`src/rtl/vga_arb_pkg.sv`:
```
// Shared types and constants for the VGA RAM port-A arbiter and its block engine.
package vga_arb_pkg;

    localparam int unsigned VGA_ADDR_W = 11;
    localparam int unsigned VGA_DATA_W = 32;
    localparam int unsigned VGA_WORDS  = 2048;

    localparam logic [3:0] WE_ALL  = 4'hF;
    localparam logic [3:0] WE_NONE = 4'h0;

    typedef enum logic {
        OP_FILL = 1'b0,
        OP_COPY = 1'b1
    } op_t;

    typedef logic [2:0] state_t;

    localparam state_t ST_IDLE   = 3'd0;
    localparam state_t ST_FILL   = 3'd1;
    localparam state_t ST_CP_RD  = 3'd2;
    localparam state_t ST_CP_CAP = 3'd3;
    localparam state_t ST_CP_WR  = 3'd4;
    localparam state_t ST_FIN    = 3'd5;

    // States in which the engine competes for the RAM port.
    function automatic logic engine_wants(input state_t st);
        return (st == ST_FILL) || (st == ST_CP_RD) || (st == ST_CP_WR);
    endfunction

endpackage

```
`src/rtl/vga_arb_addr_gen.sv`:
```
// Block-engine address generator: source/destination pointers, remaining count
// and copy direction, all stepping together and wrapping modulo the RAM depth.
module vga_arb_addr_gen
    import vga_arb_pkg::*;
#(
    parameter int unsigned ADDR_W = VGA_ADDR_W
) (
    input  logic              clk,
    input  logic              rst,
    input  logic              load,
    input  op_t               op,
    input  logic [ADDR_W-1:0] src_init,
    input  logic [ADDR_W-1:0] dst_init,
    input  logic [ADDR_W:0]   len_init,
    input  logic              step,
    output logic [ADDR_W-1:0] src,
    output logic [ADDR_W-1:0] dst,
    output logic              last
);

    logic [ADDR_W-1:0] diff;
    logic [ADDR_W-1:0] span;
    logic [ADDR_W:0]   remaining;
    logic              desc_d;
    logic              desc_q;

    // An overlapping copy towards higher addresses must run top-down so that
    // source words are read before they are overwritten.
    assign diff   = dst_init - src_init;
    assign span   = ADDR_W'(len_init - (ADDR_W+1)'(1));
    assign desc_d = (op == OP_COPY) && (dst_init > src_init)
                    && ({1'b0, diff} < len_init);

    always_ff @(posedge clk) begin
        if (rst) begin
            src       <= '0;
            dst       <= '0;
            remaining <= '0;
            desc_q    <= 1'b0;
        end else if (load) begin
            src       <= desc_d ? src_init + span : src_init;
            dst       <= desc_d ? dst_init + span : dst_init;
            remaining <= len_init;
            desc_q    <= desc_d;
        end else if (step) begin
            src       <= desc_q ? src - ADDR_W'(1) : src + ADDR_W'(1);
            dst       <= desc_q ? dst - ADDR_W'(1) : dst + ADDR_W'(1);
            remaining <= remaining - (ADDR_W+1)'(1);
        end
    end

    assign last = (remaining == (ADDR_W+1)'(1));

endmodule

```
`src/rtl/vga_ram_arbiter.sv`:
```
// VGA RAM port-A arbiter: CPU has priority, the FILL/COPY block engine uses idle cycles.
// Optional VGA_ARB_FAIRNESS_EN forces an engine grant after STARVE_LIMIT denied cycles.
module vga_ram_arbiter
    import vga_arb_pkg::*;
#(
    parameter int unsigned ADDR_W = VGA_ADDR_W,
    parameter int unsigned DATA_W = VGA_DATA_W
`ifdef VGA_ARB_FAIRNESS_EN
    ,
    parameter int unsigned STARVE_LIMIT = 15
`endif
) (
    input  logic              clk,
    input  logic              rst,
    input  logic              cpu_en,
    input  logic [3:0]        cpu_we,
    input  logic [ADDR_W-1:0] cpu_addr,
    input  logic [DATA_W-1:0] cpu_wdata,
    output logic [DATA_W-1:0] cpu_rdata,
    output logic              cpu_stall,
    input  logic              cmd_valid,
    output logic              cmd_ready,
    input  logic              cmd_op,
    input  logic [ADDR_W-1:0] cmd_src,
    input  logic [ADDR_W-1:0] cmd_dst,
    input  logic [ADDR_W:0]   cmd_len,
    input  logic [DATA_W-1:0] cmd_data,
    output logic              busy,
    output logic              done,
    output logic              ram_en,
    output logic [3:0]        ram_we,
    output logic [ADDR_W-1:0] ram_addr,
    output logic [DATA_W-1:0] ram_wdata,
    input  logic [DATA_W-1:0] ram_rdata
);

    state_t            state;
    state_t            next_state;
    logic [DATA_W-1:0] fill_q;
    logic [DATA_W-1:0] buf_q;
    logic              load;
    logic              step;
    logic              cap;
    logic              eng_want;
    logic              eng_grant;
    logic              cpu_grant;
    logic [3:0]        eng_we;
    logic [ADDR_W-1:0] eng_addr;
    logic [DATA_W-1:0] eng_wdata;
    logic [ADDR_W-1:0] src_ptr;
    logic [ADDR_W-1:0] dst_ptr;
    logic              last;

    vga_arb_addr_gen #(
        .ADDR_W (ADDR_W)
    ) u_addr_gen (
        .clk      (clk),
        .rst      (rst),
        .load     (load),
        .op       (op_t'(cmd_op)),
        .src_init (cmd_src),
        .dst_init (cmd_dst),
        .len_init (cmd_len),
        .step     (step),
        .src      (src_ptr),
        .dst      (dst_ptr),
        .last     (last)
    );

    // Reset suppresses engine requests so an abort never lands a further write.
    assign eng_want = !rst && engine_wants(state);

`ifdef VGA_ARB_FAIRNESS_EN
    localparam int unsigned STARVE_W = $clog2(STARVE_LIMIT + 1);

    logic [STARVE_W-1:0] starve_cnt;
    logic                force_eng;

    assign force_eng = (starve_cnt == STARVE_W'(STARVE_LIMIT));
    assign eng_grant = eng_want && (!cpu_en || force_eng);
    assign cpu_stall = cpu_en && eng_want && force_eng;
    assign cpu_grant = cpu_en && !cpu_stall;

    always_ff @(posedge clk) begin
        if (rst) begin
            starve_cnt <= '0;
        end else if (eng_grant) begin
            starve_cnt <= '0;
        end else if (eng_want && cpu_en) begin
            starve_cnt <= starve_cnt + STARVE_W'(1);
        end
    end
`else
    assign eng_grant = eng_want && !cpu_en;
    assign cpu_stall = 1'b0;
    assign cpu_grant = cpu_en;
`endif

    // Port-A mux; the RAM sees the winner in the same cycle.
    assign ram_en    = cpu_grant || eng_grant;
    assign ram_we    = cpu_grant ? cpu_we : (eng_grant ? eng_we : WE_NONE);
    assign ram_addr  = cpu_grant ? cpu_addr : eng_addr;
    assign ram_wdata = cpu_grant ? cpu_wdata : eng_wdata;
    assign cpu_rdata = ram_rdata;

    always_comb begin
        next_state = state;
        load       = 1'b0;
        step       = 1'b0;
        cap        = 1'b0;
        eng_we     = WE_NONE;
        eng_addr   = dst_ptr;
        eng_wdata  = fill_q;
        case (state)
            ST_IDLE: begin
                if (cmd_valid) begin
                    load = 1'b1;
                    if (cmd_len == '0) begin
                        next_state = ST_FIN;
                    end else if (op_t'(cmd_op) == OP_COPY) begin
                        next_state = ST_CP_RD;
                    end else begin
                        next_state = ST_FILL;
                    end
                end
            end
            ST_FILL: begin
                eng_we = WE_ALL;
                if (eng_grant) begin
                    step = 1'b1;
                    if (last) begin
                        next_state = ST_FIN;
                    end
                end
            end
            ST_CP_RD: begin
                eng_addr = src_ptr;
                if (eng_grant) begin
                    next_state = ST_CP_CAP;
                end
            end
            ST_CP_CAP: begin
                cap        = 1'b1;
                next_state = ST_CP_WR;
            end
            ST_CP_WR: begin
                eng_we    = WE_ALL;
                eng_wdata = buf_q;
                if (eng_grant) begin
                    step       = 1'b1;
                    next_state = last ? ST_FIN : ST_CP_RD;
                end
            end
            ST_FIN: begin
                next_state = ST_IDLE;
            end
            default: begin
                next_state = ST_IDLE;
            end
        endcase
    end

    always_ff @(posedge clk) begin
        if (rst) begin
            state     <= ST_IDLE;
            cmd_ready <= 1'b1;
            busy      <= 1'b0;
            done      <= 1'b0;
        end else begin
            state     <= next_state;
            cmd_ready <= (next_state == ST_IDLE);
            busy      <= (next_state != ST_IDLE);
            done      <= (next_state == ST_FIN);
        end
    end

    // Fill pattern is latched at accept; the copy buffer holds one word in flight.
    always_ff @(posedge clk) begin
        if (rst) begin
            fill_q <= '0;
            buf_q  <= '0;
        end else begin
            if (load) begin
                fill_q <= cmd_data;
            end
            if (cap) begin
                buf_q <= ram_rdata;
            end
        end
    end

endmodule

```
`config.mk`:
```
export PLATFORM = sky130hd
export DESIGN_NAME = vga_ram_arbiter
export DESIGN_NICKNAME = d
export VERILOG_FILES = /design/src/rtl/vga_arb_pkg.sv /design/src/rtl/vga_arb_addr_gen.sv /design/src/rtl/vga_ram_arbiter.sv
export SDC_FILE = /design/constraint.sdc
export NUM_CORES = 1
export LEC_CHECK = 0
export ABC_CLOCK_PERIOD_IN_PS = 3550
export BUFFER_PORTS_ARGS = -buffer_cell sky130_fd_sc_hd__buf_2
export CAP_MARGIN = 20
export CORE_MARGIN = 5
export CORE_UTILIZATION = 40
export DETAILED_ROUTE_END_ITERATION = 6
export GPL_ROUTABILITY_DRIVEN = 0
export GPL_TIMING_DRIVEN = 0
export HOLD_SLACK_MARGIN = 0.03
export PLACE_DENSITY = 0.67
export SETUP_SLACK_MARGIN = 0.3
export SYNTH_ARGS = -nofsm -noshare
export SYNTH_HDL_FRONTEND = slang
export SYNTH_HIERARCHICAL = 1
export SYNTH_SLANG_ARGS = --single-unit
```
`constraint.sdc`:
```
create_clock -name clk -period 3.55 [get_ports clk]
set_input_delay 0.1775 -clock clk [delete_from_list [all_inputs] [get_ports clk]]
set_output_delay 0.1775 -clock clk [all_outputs]
set_load 0.01 [all_outputs]
```
==> run_results.csv <==
group,metric,value,unit
status,status,"finished, final reports clean",
worst_setup_path,r2r.worst_path.cells,9,
detailed_routing,vias,8497,
pwr,p_sw,0.00133,W
layout,num-nets-final,1529,
yosys,synth_cell_types,62,
yosys,synth_edf_count,0,
yosys,ys_seq_area_share,25.8,%
clock_tree,cts_tree,"done",
placed_design,dp_hpwl,22100,microns
timing,hold_viol,0,
yosys,synth_area,0.00815,sq mm
detailed_routing,via_per_inst,5.35,
yosys,async_reset_ff_share,0,%
yosys,avgSynthCellArea,7.67,sq um
worst_setup_path,reg2reg_from,"state[2]",
worst_setup_path,crit_start,"cmd_dst[0]",
layout,diodes,0,
clock_tree,cts_root_buffer,"clkbuf_16",
yosys,synthFlopType,"dfxtp_1",
layout,fin_area,0.0103,sq mm
yosys,ys_top_cells_by_area,"dfxtp_1, ha_1, nand2_1",
clock_tree,numCtsBuffers,9,
layout,final_cells,1587,
global_routing,grt_remaining_overflow,0,
timing,slew_headroom,47.9,%
timing,clock_skew,8.51,ps
timing,grt_setup_unrepaired,"true",
worst_setup_path,cp.arrival,3570,ps
detailed_routing,firstDrtPassIters,5,
clock_tree,cts_sinks,105,
yosys,synth_most_common_cell,"nand2_1",
worst_setup_path,start_kind,"input port",
die,core_area,0.0202,sq mm
die,die_x,153,microns
timing,fin_crit,3310,ps
pwr,pwr-share-comb,36.3,%
timing,hold_ws,54.3,ps
die,initial_core_util,40.4,%
worst_setup_path,r2r_setup_slack,450,ps
global_routing,antenna_found_initial,2,
die,fp.dieH,153,microns
worst_setup_path,critical_path_required,3810,ps
yosys,synth-warning-count,6,
global_routing,grt_pass1_wl,42700,microns
worst_setup_path,critical_path_class,"in2reg",
worst_setup_path,path_max_fanout,5,
pwr,irDropWorstVdd,0.246,mV
worst_setup_path,worstSetupEndpointType,"register",
detailed_routing,drt_iter0_drc,541,
clock_tree,clockBufferDepth,2,
layout,final_layout_size_suffix_gt1_share,27.6,%
pwr,seqPwrFrac,35.4,%
pwr,swShare,35.3,%
yosys,netlist_instances,1063,
worst_setup_path,timing.rr.end,"u_addr_gen/remaining[7]",
timing,worst_pin_slew,782,ps
placed_design,place_area,0.00966,sq mm
placed_design,placed_cells,1564,
timing,setup_viol,0,
global_routing,grt_pass1_vias,7947,
die,fp-row-count,52,
yosys,yosys-top-cells-count,"nand2_1, a21oi_1, dfxtp_1, o21ai_0, ha_1",
timing,post-route-period-util,93.4,%
placed_design,port_buffers,231,
yosys,synth_top_area_share,25.8,%
timing,fmax,302,MHz
clock_tree,htreeDepth,3,
detailed_routing,drt-total-wl,27900,microns
pwr,leakage,4.63,nW
pwr,power,0.00375,W
detailed_routing,remaining_drc_errors,0,
layout,area_growth,26.6,%
clock_tree,insertion_delay,350,ps
layout,fillers,1982,
die,dieArea,0.0233,sq mm
pwr,cellPowerDensity,363,mW/mm^2
hold_path,min_path_type,"in2reg",
pwr,power_frac_clock,28.3,%
detailed_routing,wl_per_cell,17.6,microns
pwr,p_int,0.00243,W
detailed_routing,postRouteAntennaNets,0,
run,maxCapViolCount,0,
die,io_pins,234,
yosys,syn-num-nets,1280,
yosys,ys_ff_latch,105,
global_routing,grt_max_degree,21,
timing,slew_violations,0,
global_routing,grt_usage,22.5,%
yosys,yosysTopAreaCell,"dfxtp_1",
clock_tree,cts.clk_slew.worst_paths,80,ps
worst_setup_path,crit_end,"u_addr_gen/src[5]",
==> flip-flops by register name (all words and copies together), names as in the netlist <==
| signal | flops |
|---|---|
| buf_q | 32 |
| fill_q | 32 |
| u_addr_gen/remaining | 12 |
| u_addr_gen/dst | 11 |
| u_addr_gen/src | 11 |
| state | 3 |
| busy | 1 |
| cmd_ready | 1 |
| done | 1 |
| u_addr_gen/desc_q | 1 |
==> per-layer routing <==
metal	track usage (%)	vias to the layer above	share of wire (%)
met2	39.1	299	49
met4	4.58	4	1.0
met5	0	-	0.097
li1	-	4200	-
met3	4.09	20	7.1
met1	29.4	3974	43
==> cell families (layout without fill, tap and decap cells) <==
logic type      after synthesis  count (layout)  synth area share [%]
compound gates              294             294                  22.6
xor+xnor                     57              57                  6.12
fa+ha+maj                    67              67                  10.7
buf+inv                     131             385                  8.42
flops                       105             105                  25.8
mux                          63              63                  7.76
other cells                   1               1                0.0460
simple gates                345             345                  18.5
==> power by group through the flow <==
| stage | Combinational, W | Sequential, W | Clock [W] |
|---|---|---|---|
| after floorplan | 0.000827 | 0.00134 | 0 |
| after global placement | 0.00121 | 0.00135 | 0 |
| after detailed placement | 0.00122 | 0.00136 | 0 |
| after CTS | 0.00126 | 0.00133 | 0.00108 |
| after global routing | 0.00149 | 0.00134 | 0.00113 |
| final | 0.00136 | 0.00133 | 0.00106 |
==> cells in the final DEF, fill, tap and decap left out, types with 5 or more instances in the layout <==
master,n
o21bai_1,9
nor2b_1,16
nand2_1,199
a31oi_1,7
clkbuf_1,35
a211oi_1,21
xor2_1,22
xnor2_1,34
a211o_1,5
o21ai_0,64
o22ai_1,5
nor2_1,59
clkbuf_16,10
a221oi_2,5
buf_2,239
mux2i_4,8
nand3_1,13
nor4_1,11
or2_2,5
a21oi_1,103
ha_1,61
o21a_1,6
inv_1,38
dfxtp_1,104
a21o_1,23
nor3_1,14
mux2i_1,49
a211oi_2,6
buf_4,44
==> metrics by stage <==
stage / worst slack [ps] / util, % / TNS, ps
floorplan: 319 / - / 0
global placement: -285 / 47.9 / -3660
detailed placement: -383 / 47.9 / -6110
CTS: 287 / 49.8 / 0
global route: 99.6 / 51.2 / 0
finish: 236 / 51.2 / 0
==> critical path, stage by stage <==
cell and delay (ps):
buf_8 100, inv_4 50, ha_4 150, inv_2 40
fa_2 390, a21o_1 210, a21oi_4 170, o22ai_2 90
nor2_2 140, o21bai_1 100, a21oi_1 160, xnor2_1 170
ha_1 290, a21oi_2 160, o21ai_2 70, nor2_1 140
o211a_4 250, nand2_8 90, clkbuf_16 190, mux2i_4 180
a221oi_2 240
==> how the worst min path moves through the flow <==
| stage | from | to | cells after the start |
|---|---|---|---|
| 3_5_place_dp | cmd_data[20] | fill_q[20] | 3 |
| 2_1_floorplan | ram_rdata[0] | buf_q[0] | 2 |
| 3_3_place_gp | cmd_data[19] | fill_q[19] | 3 |
| 4_1_cts | cmd_data[5] | fill_q[5] | 3 |
| 5_1_grt | ram_rdata[8] | buf_q[8] | 3 |
| 6_report | cmd_data[7] | fill_q[7] | 3 |
==> layout make-up <==
cell class | instances | area (sq um) | area share [%]
clock buffer | 9 | 225 | 2.18
sequential | 105 | 2100 | 20.4
inverter | 41 | 161 | 1.56
clock inverter | 7 | 92.6 | 0.897
buffer | 90 | 538 | 5.21
tap | 270 | 338 | 3.27
multi-input combinational | 827 | 5630 | 54.5
timing repair buffer | 238 | 1240 | 12.0
==> repair_timing <==
action | in CTS | in global routing
gates cloned | 0 | 1
pin swaps | 8 | 29
hold buffers | 0 | 0
setup endpoints to repair | 23 | 24
setup buffers | 3 | 3
resized for setup | 10 | 46
(Power assumes the default switching activity.)
